**src/rtl/field_pkg.sv**
```systemverilog
// field_pkg: cell codes, FSM states and LFSR taps shared by the snake field builder.
package field_pkg;
    localparam logic [1:0] CELL_EMPTY = 2'b00;
    localparam logic [1:0] CELL_SNAKE = 2'b01;
    localparam logic [1:0] CELL_APPLE = 2'b10;
    localparam logic [1:0] CELL_BLOCK = 2'b11;
    typedef enum logic [2:0] {IDLE, CLEAR, DRAW, APPLE, FIN} state_t;
    // Taps 16,14,13,11 of a right-shifting Fibonacci LFSR sit at bits 0,2,3,5.
    localparam logic [15:0] LFSR_TAPS = 16'h002D;
endpackage

```
**src/rtl/field_builder_if.sv**
```systemverilog
// field_builder_if: request/result bundle between snake logic and the field builder.
interface field_builder_if #(
    parameter int SIZE_X = 10,
    parameter int SIZE_Y = 10,
    parameter int COORD_W = 8,
    parameter int MAX_LEN = SIZE_X * SIZE_Y
);
    localparam int N = SIZE_X * SIZE_Y;
    logic step;
    logic grow;
    logic [15:0] lengh;
    logic [2*COORD_W*MAX_LEN-1:0] snake_xy;
    logic block_we;
    logic [COORD_W-1:0] block_x;
    logic [COORD_W-1:0] block_y;
    logic [2*N-1:0] field;
    logic [15:0] empty_cells;
    logic [COORD_W-1:0] apple_x;
    logic [COORD_W-1:0] apple_y;
    logic busy;
    logic done;
    logic collision;
    logic ate;
    logic field_full;
    modport master (
        output step, grow, lengh, snake_xy, block_we, block_x, block_y,
        input field, empty_cells, apple_x, apple_y, busy, done, collision, ate, field_full
    );
    modport slave (
        input step, grow, lengh, snake_xy, block_we, block_x, block_y,
        output field, empty_cells, apple_x, apple_y, busy, done, collision, ate, field_full
    );
endinterface

```
**src/rtl/field_builder_lfsr16.sv**
```systemverilog
// lfsr16: free-running 16-bit Fibonacci LFSR used to seed the apple scan.
module lfsr16
    import field_pkg::*;
#(
    parameter logic [15:0] SEED = 16'hACE1
) (
    input  logic        clk,
    input  logic        rst,
    output logic [15:0] out
);
    always_ff @(posedge clk)
        if (rst) out <= SEED;
        else out <= {^(out & LFSR_TAPS), out[15:1]};
endmodule

```
**src/rtl/field_builder.sv**
```systemverilog
// field_builder: rebuilds the snake cell map one segment per cycle, flags collisions,
// tracks apple consumption and places a new apple via an LFSR-seeded wrapping scan.
module field_builder
    import field_pkg::*;
#(
    parameter int SIZE_X = 10,
    parameter int SIZE_Y = 10,
    parameter int COORD_W = 8,
    parameter int MAX_LEN = SIZE_X * SIZE_Y,
    parameter logic [15:0] SEED = 16'hACE1
) (
    input logic clk,
    input logic rst,
    field_builder_if.slave bus
);
    localparam int N = SIZE_X * SIZE_Y;
    localparam int IW = $clog2(N);
    state_t state, state_next;
    logic [15:0] lfsr, len_l, idx, empty_cells, blocks;
    logic [2*N-1:0] field;
    logic [COORD_W-1:0] apple_x, apple_y;
    logic [IW-1:0] pos, cnt, seg_c, blk_c, start;
    logic [31:0] sx, sy, bx, by;
    logic [1:0] seg_cell, blk_cell, pos_cell;
    logic seg_in, blk_ok, eat, found, last, want_apple, place, apple_pres, grow_l;
    logic busy, done, collision, ate, field_full;

    lfsr16 #(.SEED(SEED)) u_lfsr (.clk(clk), .rst(rst), .out(lfsr));

    assign sx = 32'(bus.snake_xy[2*COORD_W*idx +: COORD_W]);
    assign sy = 32'(bus.snake_xy[2*COORD_W*idx + COORD_W +: COORD_W]);
    assign seg_in = sx < SIZE_X && sy < SIZE_Y;
    assign seg_c = IW'(sy * SIZE_X + sx);
    assign seg_cell = field[2*seg_c +: 2];
    assign bx = 32'(bus.block_x);
    assign by = 32'(bus.block_y);
    assign blk_c = IW'(by * SIZE_X + bx);
    assign blk_cell = field[2*blk_c +: 2];
    assign blk_ok = state == IDLE && bus.block_we && bx < SIZE_X && by < SIZE_Y && blk_cell == CELL_EMPTY;
    assign pos_cell = field[2*pos +: 2];
    assign found = pos_cell == CELL_EMPTY;
    assign place = state == APPLE && found;
    assign eat = state == DRAW && seg_in && seg_cell == CELL_APPLE;
    assign last = idx == len_l - 1'b1;
    // An apple eaten by the final segment must still trigger placement.
    assign want_apple = !(apple_pres && !eat) || grow_l;
    assign start = IW'((32'(lfsr) * N) >> 16);

    always_ff @(posedge clk) state <= rst ? IDLE : state_next;

    always_comb begin
        state_next = state;
        case (state)
            IDLE:    state_next = bus.step ? CLEAR : IDLE;
            CLEAR:   state_next = len_l != '0 ? DRAW : want_apple ? APPLE : FIN;
            DRAW:    state_next = !last ? DRAW : want_apple ? APPLE : FIN;
            APPLE:   state_next = found || cnt == IW'(N - 1) ? FIN : APPLE;
            default: state_next = IDLE;
        endcase
    end

    always_ff @(posedge clk) begin
        if (rst) begin
            field <= {{(2*N-2){1'b0}}, CELL_APPLE};
            empty_cells <= 16'(N - 1);
            apple_x <= '0;
            apple_y <= '0;
            apple_pres <= 1'b1;
            blocks <= '0;
            grow_l <= 1'b0;
            collision <= 1'b0;
            ate <= 1'b0;
            field_full <= 1'b0;
            len_l <= '0;
            idx <= '0;
            pos <= '0;
            cnt <= '0;
            busy <= 1'b0;
            done <= 1'b0;
        end else begin
            busy <= state_next != IDLE;
            done <= state_next == FIN;
            grow_l <= (grow_l && !place) || bus.grow;
            case (state)
                IDLE: begin
                    if (blk_ok) begin
                        field[2*blk_c +: 2] <= CELL_BLOCK;
                        blocks <= blocks + 1'b1;
                        empty_cells <= empty_cells - 1'b1;
                    end
                    if (bus.step) begin
                        collision <= 1'b0;
                        ate <= 1'b0;
                        field_full <= 1'b0;
                        len_l <= bus.lengh > 16'(MAX_LEN) ? 16'(MAX_LEN) : bus.lengh;
                        idx <= '0;
                    end
                end
                CLEAR: begin
                    for (int i = 0; i < N; i++)
                        if (field[2*i +: 2] == CELL_SNAKE) field[2*i +: 2] <= CELL_EMPTY;
                    empty_cells <= 16'(N) - blocks - 16'(apple_pres);
                end
                DRAW: begin
                    idx <= idx + 1'b1;
                    if (!seg_in || seg_cell == CELL_BLOCK || seg_cell == CELL_SNAKE) collision <= 1'b1;
                    else begin
                        field[2*seg_c +: 2] <= CELL_SNAKE;
                        if (eat) begin
                            ate <= 1'b1;
                            apple_pres <= 1'b0;
                        end else empty_cells <= empty_cells - 1'b1;
                    end
                end
                APPLE: begin
                    if (found) begin
                        field[2*pos +: 2] <= CELL_APPLE;
                        apple_x <= COORD_W'(32'(pos) % SIZE_X);
                        apple_y <= COORD_W'(32'(pos) / SIZE_X);
                        empty_cells <= empty_cells - 1'b1;
                        apple_pres <= 1'b1;
                    end else begin
                        pos <= pos == IW'(N - 1) ? '0 : pos + 1'b1;
                        cnt <= cnt + 1'b1;
                        if (cnt == IW'(N - 1)) field_full <= 1'b1;
                    end
                end
                default: ;
            endcase
            if (state_next == APPLE && state != APPLE) begin
                pos <= start;
                cnt <= '0;
            end
        end
    end

    assign bus.field = field;
    assign bus.empty_cells = empty_cells;
    assign bus.apple_x = apple_x;
    assign bus.apple_y = apple_y;
    assign bus.busy = busy;
    assign bus.done = done;
    assign bus.collision = collision;
    assign bus.ate = ate;
    assign bus.field_full = field_full;
endmodule

```
**src/flat_wrapper.sv**
```systemverilog
// flat-port wrapper written by rule: the top's interface ports become plain ports
module field_builder_flat import field_pkg::*;
#(
    parameter int SIZE_X = 10,
    parameter int SIZE_Y = 10,
    parameter int COORD_W = 8,
    parameter int MAX_LEN = SIZE_X * SIZE_Y,
    parameter logic [15:0] SEED = 16'hACE1
)
  (clk, rst, bus_step, bus_grow, bus_lengh, bus_snake_xy, bus_block_we, bus_block_x, bus_block_y, bus_field, bus_empty_cells, bus_apple_x, bus_apple_y, bus_busy, bus_done, bus_collision, bus_ate, bus_field_full);
  field_builder_if #(.SIZE_X(SIZE_X), .SIZE_Y(SIZE_Y), .COORD_W(COORD_W), .MAX_LEN(MAX_LEN)) bus_i ();
  input logic clk;
  input logic rst;
  input wire logic [$bits(bus_i.step)-1:0] bus_step;
  input wire logic [$bits(bus_i.grow)-1:0] bus_grow;
  input wire logic [$bits(bus_i.lengh)-1:0] bus_lengh;
  input wire logic [$bits(bus_i.snake_xy)-1:0] bus_snake_xy;
  input wire logic [$bits(bus_i.block_we)-1:0] bus_block_we;
  input wire logic [$bits(bus_i.block_x)-1:0] bus_block_x;
  input wire logic [$bits(bus_i.block_y)-1:0] bus_block_y;
  output wire logic [$bits(bus_i.field)-1:0] bus_field;
  output wire logic [$bits(bus_i.empty_cells)-1:0] bus_empty_cells;
  output wire logic [$bits(bus_i.apple_x)-1:0] bus_apple_x;
  output wire logic [$bits(bus_i.apple_y)-1:0] bus_apple_y;
  output wire logic [$bits(bus_i.busy)-1:0] bus_busy;
  output wire logic [$bits(bus_i.done)-1:0] bus_done;
  output wire logic [$bits(bus_i.collision)-1:0] bus_collision;
  output wire logic [$bits(bus_i.ate)-1:0] bus_ate;
  output wire logic [$bits(bus_i.field_full)-1:0] bus_field_full;
  assign bus_i.step = bus_step;
  assign bus_i.grow = bus_grow;
  assign bus_i.lengh = bus_lengh;
  assign bus_i.snake_xy = bus_snake_xy;
  assign bus_i.block_we = bus_block_we;
  assign bus_i.block_x = bus_block_x;
  assign bus_i.block_y = bus_block_y;
  assign bus_field = bus_i.field;
  assign bus_empty_cells = bus_i.empty_cells;
  assign bus_apple_x = bus_i.apple_x;
  assign bus_apple_y = bus_i.apple_y;
  assign bus_busy = bus_i.busy;
  assign bus_done = bus_i.done;
  assign bus_collision = bus_i.collision;
  assign bus_ate = bus_i.ate;
  assign bus_field_full = bus_i.field_full;
  field_builder #(.SIZE_X(SIZE_X), .SIZE_Y(SIZE_Y), .COORD_W(COORD_W), .MAX_LEN(MAX_LEN), .SEED(SEED)) u_core (.clk(clk), .rst(rst), .bus(bus_i));
endmodule
```
**config.mk**
```make
export PLATFORM = sky130hd
export DESIGN_NAME = field_builder_flat
export DESIGN_NICKNAME = d
export VERILOG_FILES = /design/src/rtl/field_pkg.sv /design/src/rtl/field_builder_if.sv /design/src/rtl/field_builder_lfsr16.sv /design/src/rtl/field_builder.sv /design/src/flat_wrapper.sv
export SDC_FILE = /design/constraint.sdc
export NUM_CORES = 2
export LEC_CHECK = 0
export CAP_MARGIN = 20
export CORE_AREA = 2 2 723 725
export DETAILED_ROUTE_END_ITERATION = 12
export DIE_AREA = 0 0 725 727
export GPL_ROUTABILITY_DRIVEN = 0
export PLACE_DENSITY_LB_ADDON = 0.2
export RECOVER_POWER = 100
export SLEW_MARGIN = 30
export SYNTH_ARGS = -nofsm -noshare
export SYNTH_HDL_FRONTEND = slang
export SYNTH_SLANG_ARGS = --single-unit
```
**constraint.sdc**
```tcl
create_clock -name clk -period 11.1 [get_ports clk]
set_input_delay 1.11 -clock clk [delete_from_list [all_inputs] [get_ports clk]]
set_output_delay 1.11 -clock clk [all_outputs]
set_load 0.05 [all_outputs]
```
==> impl_metrics.csv <==
group,metric,value,unit
route,dr.max_layer_used,"met5",
route,route.met2.wl,253200,um
job,cap_violations,4,
clock_tree,clk_latency,0.71,ns
logic_synthesis,synth_fa_ha_area_share,4.245,%
worst_setup_path,crit_path_frequent_cell,"mux4_2",
worst_setup_path,cp-start-kind,"input port",
die,rows,265,
logic_synthesis,ys_warn_count,0,
grt,grt-ovfl-total,0,
grt,globalRouteTotalUtil,18.76,%
sta,fin_tns_setup,0,ns
clock_tree,cts_tree,"yes",
logic_synthesis,synth-compound-area-share,25.58,%
clock_tree,path_clk_slew,0.08,ns
sta,fin_ws,0.8580,ns
route,wl_per_cell,37.58,um
die,dieHeight,727,um
die,dieArea,0.5271,sq mm
clock_tree,postCtsSetupRepairBufs,0,
worst_setup_path,cp_slowest_cell,"clkbuf_1",
worst_setup_path,crit_fanout,68,
logic_synthesis,syn_avg_cell_area,8.298,sq um
clock_tree,cts-buffers-inserted,49,
clock_tree,clk_path_buf_depth,3,
outcome,violations,"capacitance limit, slew limit",
sta,hold_violations,0,
die,start_util,7.674,%
outcome,status,"complete, but fails checks",
layout,drive_gt1_share,13.93,%
route,drt-total-wl,517100,um
logic_synthesis,syn_inst,4802,
sta,slew_headroom,-135.1,%
logic_synthesis,synth_edf_count,0,
logic_synthesis,synthMuxAreaShare,27.77,%
worst_setup_path,cp.arrival,10.79,ns
grt,grt_pass1_wl,638300,um
route,drt_pass1_iterations,6,
worst_setup_path,cp-end-kind,"flip-flop",
worst_setup_path,reg2reg_slack,1.32,ns
logic_synthesis,synth-simple-area-share,17.24,%
logic_synthesis,synth_seq_cells,316,
layout,final_nets,8364,
worst_hold_path,min_path_type,"reg2reg",
placement,detailed_place_hpwl,443800,um
clock_tree,cts.sink_count,316,
sta,worst_pin_slew,3.527,ns
route,met1_length,200800,um
route,drc_errors,0,
logic_synthesis,synth_top_family_by_area,"multiplexers",
route,vias,53225,
die,die_w,725,um
clock_tree,cts_max_level,2,
grt,grt_max_degree,151,
clock_tree,root_buffer,"clkbuf_16",
route,wl_met3,47590,um
power,p_per_area,114.8,mW/mm^2
worst_setup_path,critPathMaxStageDelay,2.04,ns
power,p_leak,22.26,nW
placement,placedCellCount,13492,
die,io_pins,1874,
route,avgViaCountPerCell,3.868,
grt,antenna_found_initial,229,
logic_synthesis,syn-cell-area,0.03985,sq mm
sta,slew_viol_final,162,
sta,fin_skew,0.1069,ns
placement,portBuffers,1869,
layout,syn_to_final_growth,75.74,%
worst_setup_path,path_cells,"dlygate4sd3_1 -> ha_1 -> clkbuf_1 -> inv_1 -> nor3_1 -> a21oi_1 -> mux4_2 -> mux4_2 -> mux4_2 -> nand2b_1 -> a21oi_1 -> o31a_1 -> buf_12 -> nand3_1 -> o311ai_0 -> o31ai_1",
grt,grt_pass1_vias,52351,
logic_synthesis,yosysSeqAreaShare,15.88,%
route,drtIter0Drc,5464,
logic_synthesis,synthXorXnorAreaFrac,2.474,%
placement,place_ws,2.072,ns
logic_synthesis,synth_flop_cell,"dfxtp_1",
sta,max_clock_freq,97.64,MHz
die,core_area,0.5192,sq mm
sta,setup_violations,0,
logic_synthesis,yosysUniqueCellTypes,98,
logic_synthesis,synthArstFlopShare,0,%
sta,grt_setup_unrepaired,"no",
worst_setup_path,worst-endpoint-required,11.65,ns
route,drtAntennaViolNets,0,
sta,min_period,10.24,ns
clock_tree,post_cts_resized,0,
power,vdd_ir_drop_max,0.1405,mV
clock_tree,hold_buffers,0,
sta,post-route-period-util,92.27,%
layout,stdcell_count,13759,
worst_setup_path,crit_type,"in2reg",
==> worst max-delay path, delay by kind of cell <==
family / cells / cell delay [ns]
fa+ha+maj: 1 / 0.34
buf+inv: 4 / 4.52
mux: 3 / 1.73
compound gates: 5 / 1.75
simple gates: 3 / 1.10
==> registers in the layout, summed over array words and instances, names as in the netlist, 3 cells and up <==
register	flops
u_core.blocks	16
u_core.bus.apple_x	8
u_core.bus.apple_y	4
u_core.bus.empty_cells	16
u_core.bus.field	200
u_core.cnt	7
u_core.idx	16
u_core.len_l	16
u_core.pos	7
u_core.state	3
u_core.u_lfsr.out	16
==> final timing paths <==
kind / start / end / cells after the start
max: bus_block_y[0] / u_core.bus.field[15] / 16
min: u_core.bus.apple_x[2] / u_core.bus.apple_x[2] / 2
max reg2reg: u_core.idx[1] / u_core.pos[2] / 23
min reg2reg: u_core.bus.apple_x[2] / u_core.bus.apple_x[2] / 2
==> cell usage in the layout, fill, tap and decap left out, types with 20 or more instances in the layout <==
cell type        instances
clkdlybuf4s50_1       1634
nor2_1                 493
mux4_2                 435
a21oi_1                435
o21ai_0                407
nand2_1                312
dfxtp_1                307
buf_4                  252
dlygate4sd3_1          211
nor3_1                 201
inv_1                  199
diode_2                177
nand3_1                155
ha_1                   111
mux2i_1                105
a211oi_1               103
a31oi_1                 77
xnor2_1                 73
and3_1                  63
o22ai_1                 51
clkbuf_16               49
clkbuf_1                46
o31ai_1                 43
a22oi_1                 41
o221ai_1                41
nand2b_1                40
o211ai_1                40
a311oi_1                39
nand4_1                 29
xor2_1                  29
o311ai_0                28
and2_1                  27
o21bai_1                23
a221oi_1                23
nor4_1                  21
nor2b_1                 20
a22o_1                  20
o21a_1                  20
==> cell usage after synthesis (all sizes together), types with 16 or more instances <==
master   number  area share, %
a2111oi      16           0.38
a211oi      109            2.1
a21o         19           0.36
a21oi       435            5.5
a221oi       23           0.51
a22o         20           0.44
a22oi        41           0.77
a311oi       40           0.88
a31oi        80            1.3
and2         32           0.50
and3         63           0.99
buf         164            2.5
clkbuf      240            2.3
dfxtp       316             16
ha          112            3.5
inv         210            2.0
mux2i       111            2.8
mux4        435             25
nand2       315            3.0
nand2b       42           0.66
nand3       155            1.9
nand4        29           0.46
nor2        501            4.7
nor2b        27           0.42
nor3        211            2.7
nor4         22           0.35
o211ai       40           0.75
o21a         20           0.38
o21ai       409            5.1
o21bai       23           0.43
o221ai       42           0.94
o22ai        51           0.80
o311ai       31           0.68
o31ai        44           0.83
or2          19           0.30
or3          20           0.31
xnor2        80            1.8
xor2         30           0.66
==> area by class of cell <==
type	instances	area (sq um)
inverter	214	809.5
multi-input combinational	3871	31230
clock inverter	18	255.2
antenna	177	442.9
fill	59688	449200
tap	6942	8686
clock buffer	72	1463
timing repair buffer	2149	20790
sequential	316	6352
==> metrics by stage <==
step	instance area [sq um]	hold slack (ns)	power, mW	utilization (%)
global placement	67900	0.4467	6.310	13.08
floorplan	39860	0.4423	3.486	-
global route	69730	0.4749	8.281	13.43
finish	70030	0.4483	8.042	13.49
detailed placement	68050	0.4504	6.297	13.11
CTS	69760	0.4570	8.078	13.44
==> cells by family after synthesis <==
| family | count (synthesis) |
|---|---|
| xor gates and xnor gates | 111 |
| and+or+nand+nor | 1480 |
| other | 1 |
| DFF | 316 |
| adders and majority gates | 127 |
| buffers and inverters | 618 |
| muxes | 560 |
| AOI/OAI and AO/OA | 1589 |
==> power by group <==
| part | total, mW | internal (mW) | switching (mW) | leakage [nW] |
|---|---|---|---|---|
| Sequential | 1.39 | 1.20 | 0.193 | 2.56 |
| Combinational | 4.91 | 1.69 | 3.22 | 18.8 |
| Clock | 1.74 | 1.03 | 0.717 | 0.855 |
| Total | 8.04 | 3.91 | 4.13 | 22.3 |
==> metal layers <==
metal / GRT usage (%) / vias to the layer above
li1: - / 22468
met1: 22.24 / 26919
met2: 32.94 / 3159
met3: 5.725 / 599
met4: 4.378 / 80
met5: 0 / -
(Power assumes the default switching activity.)
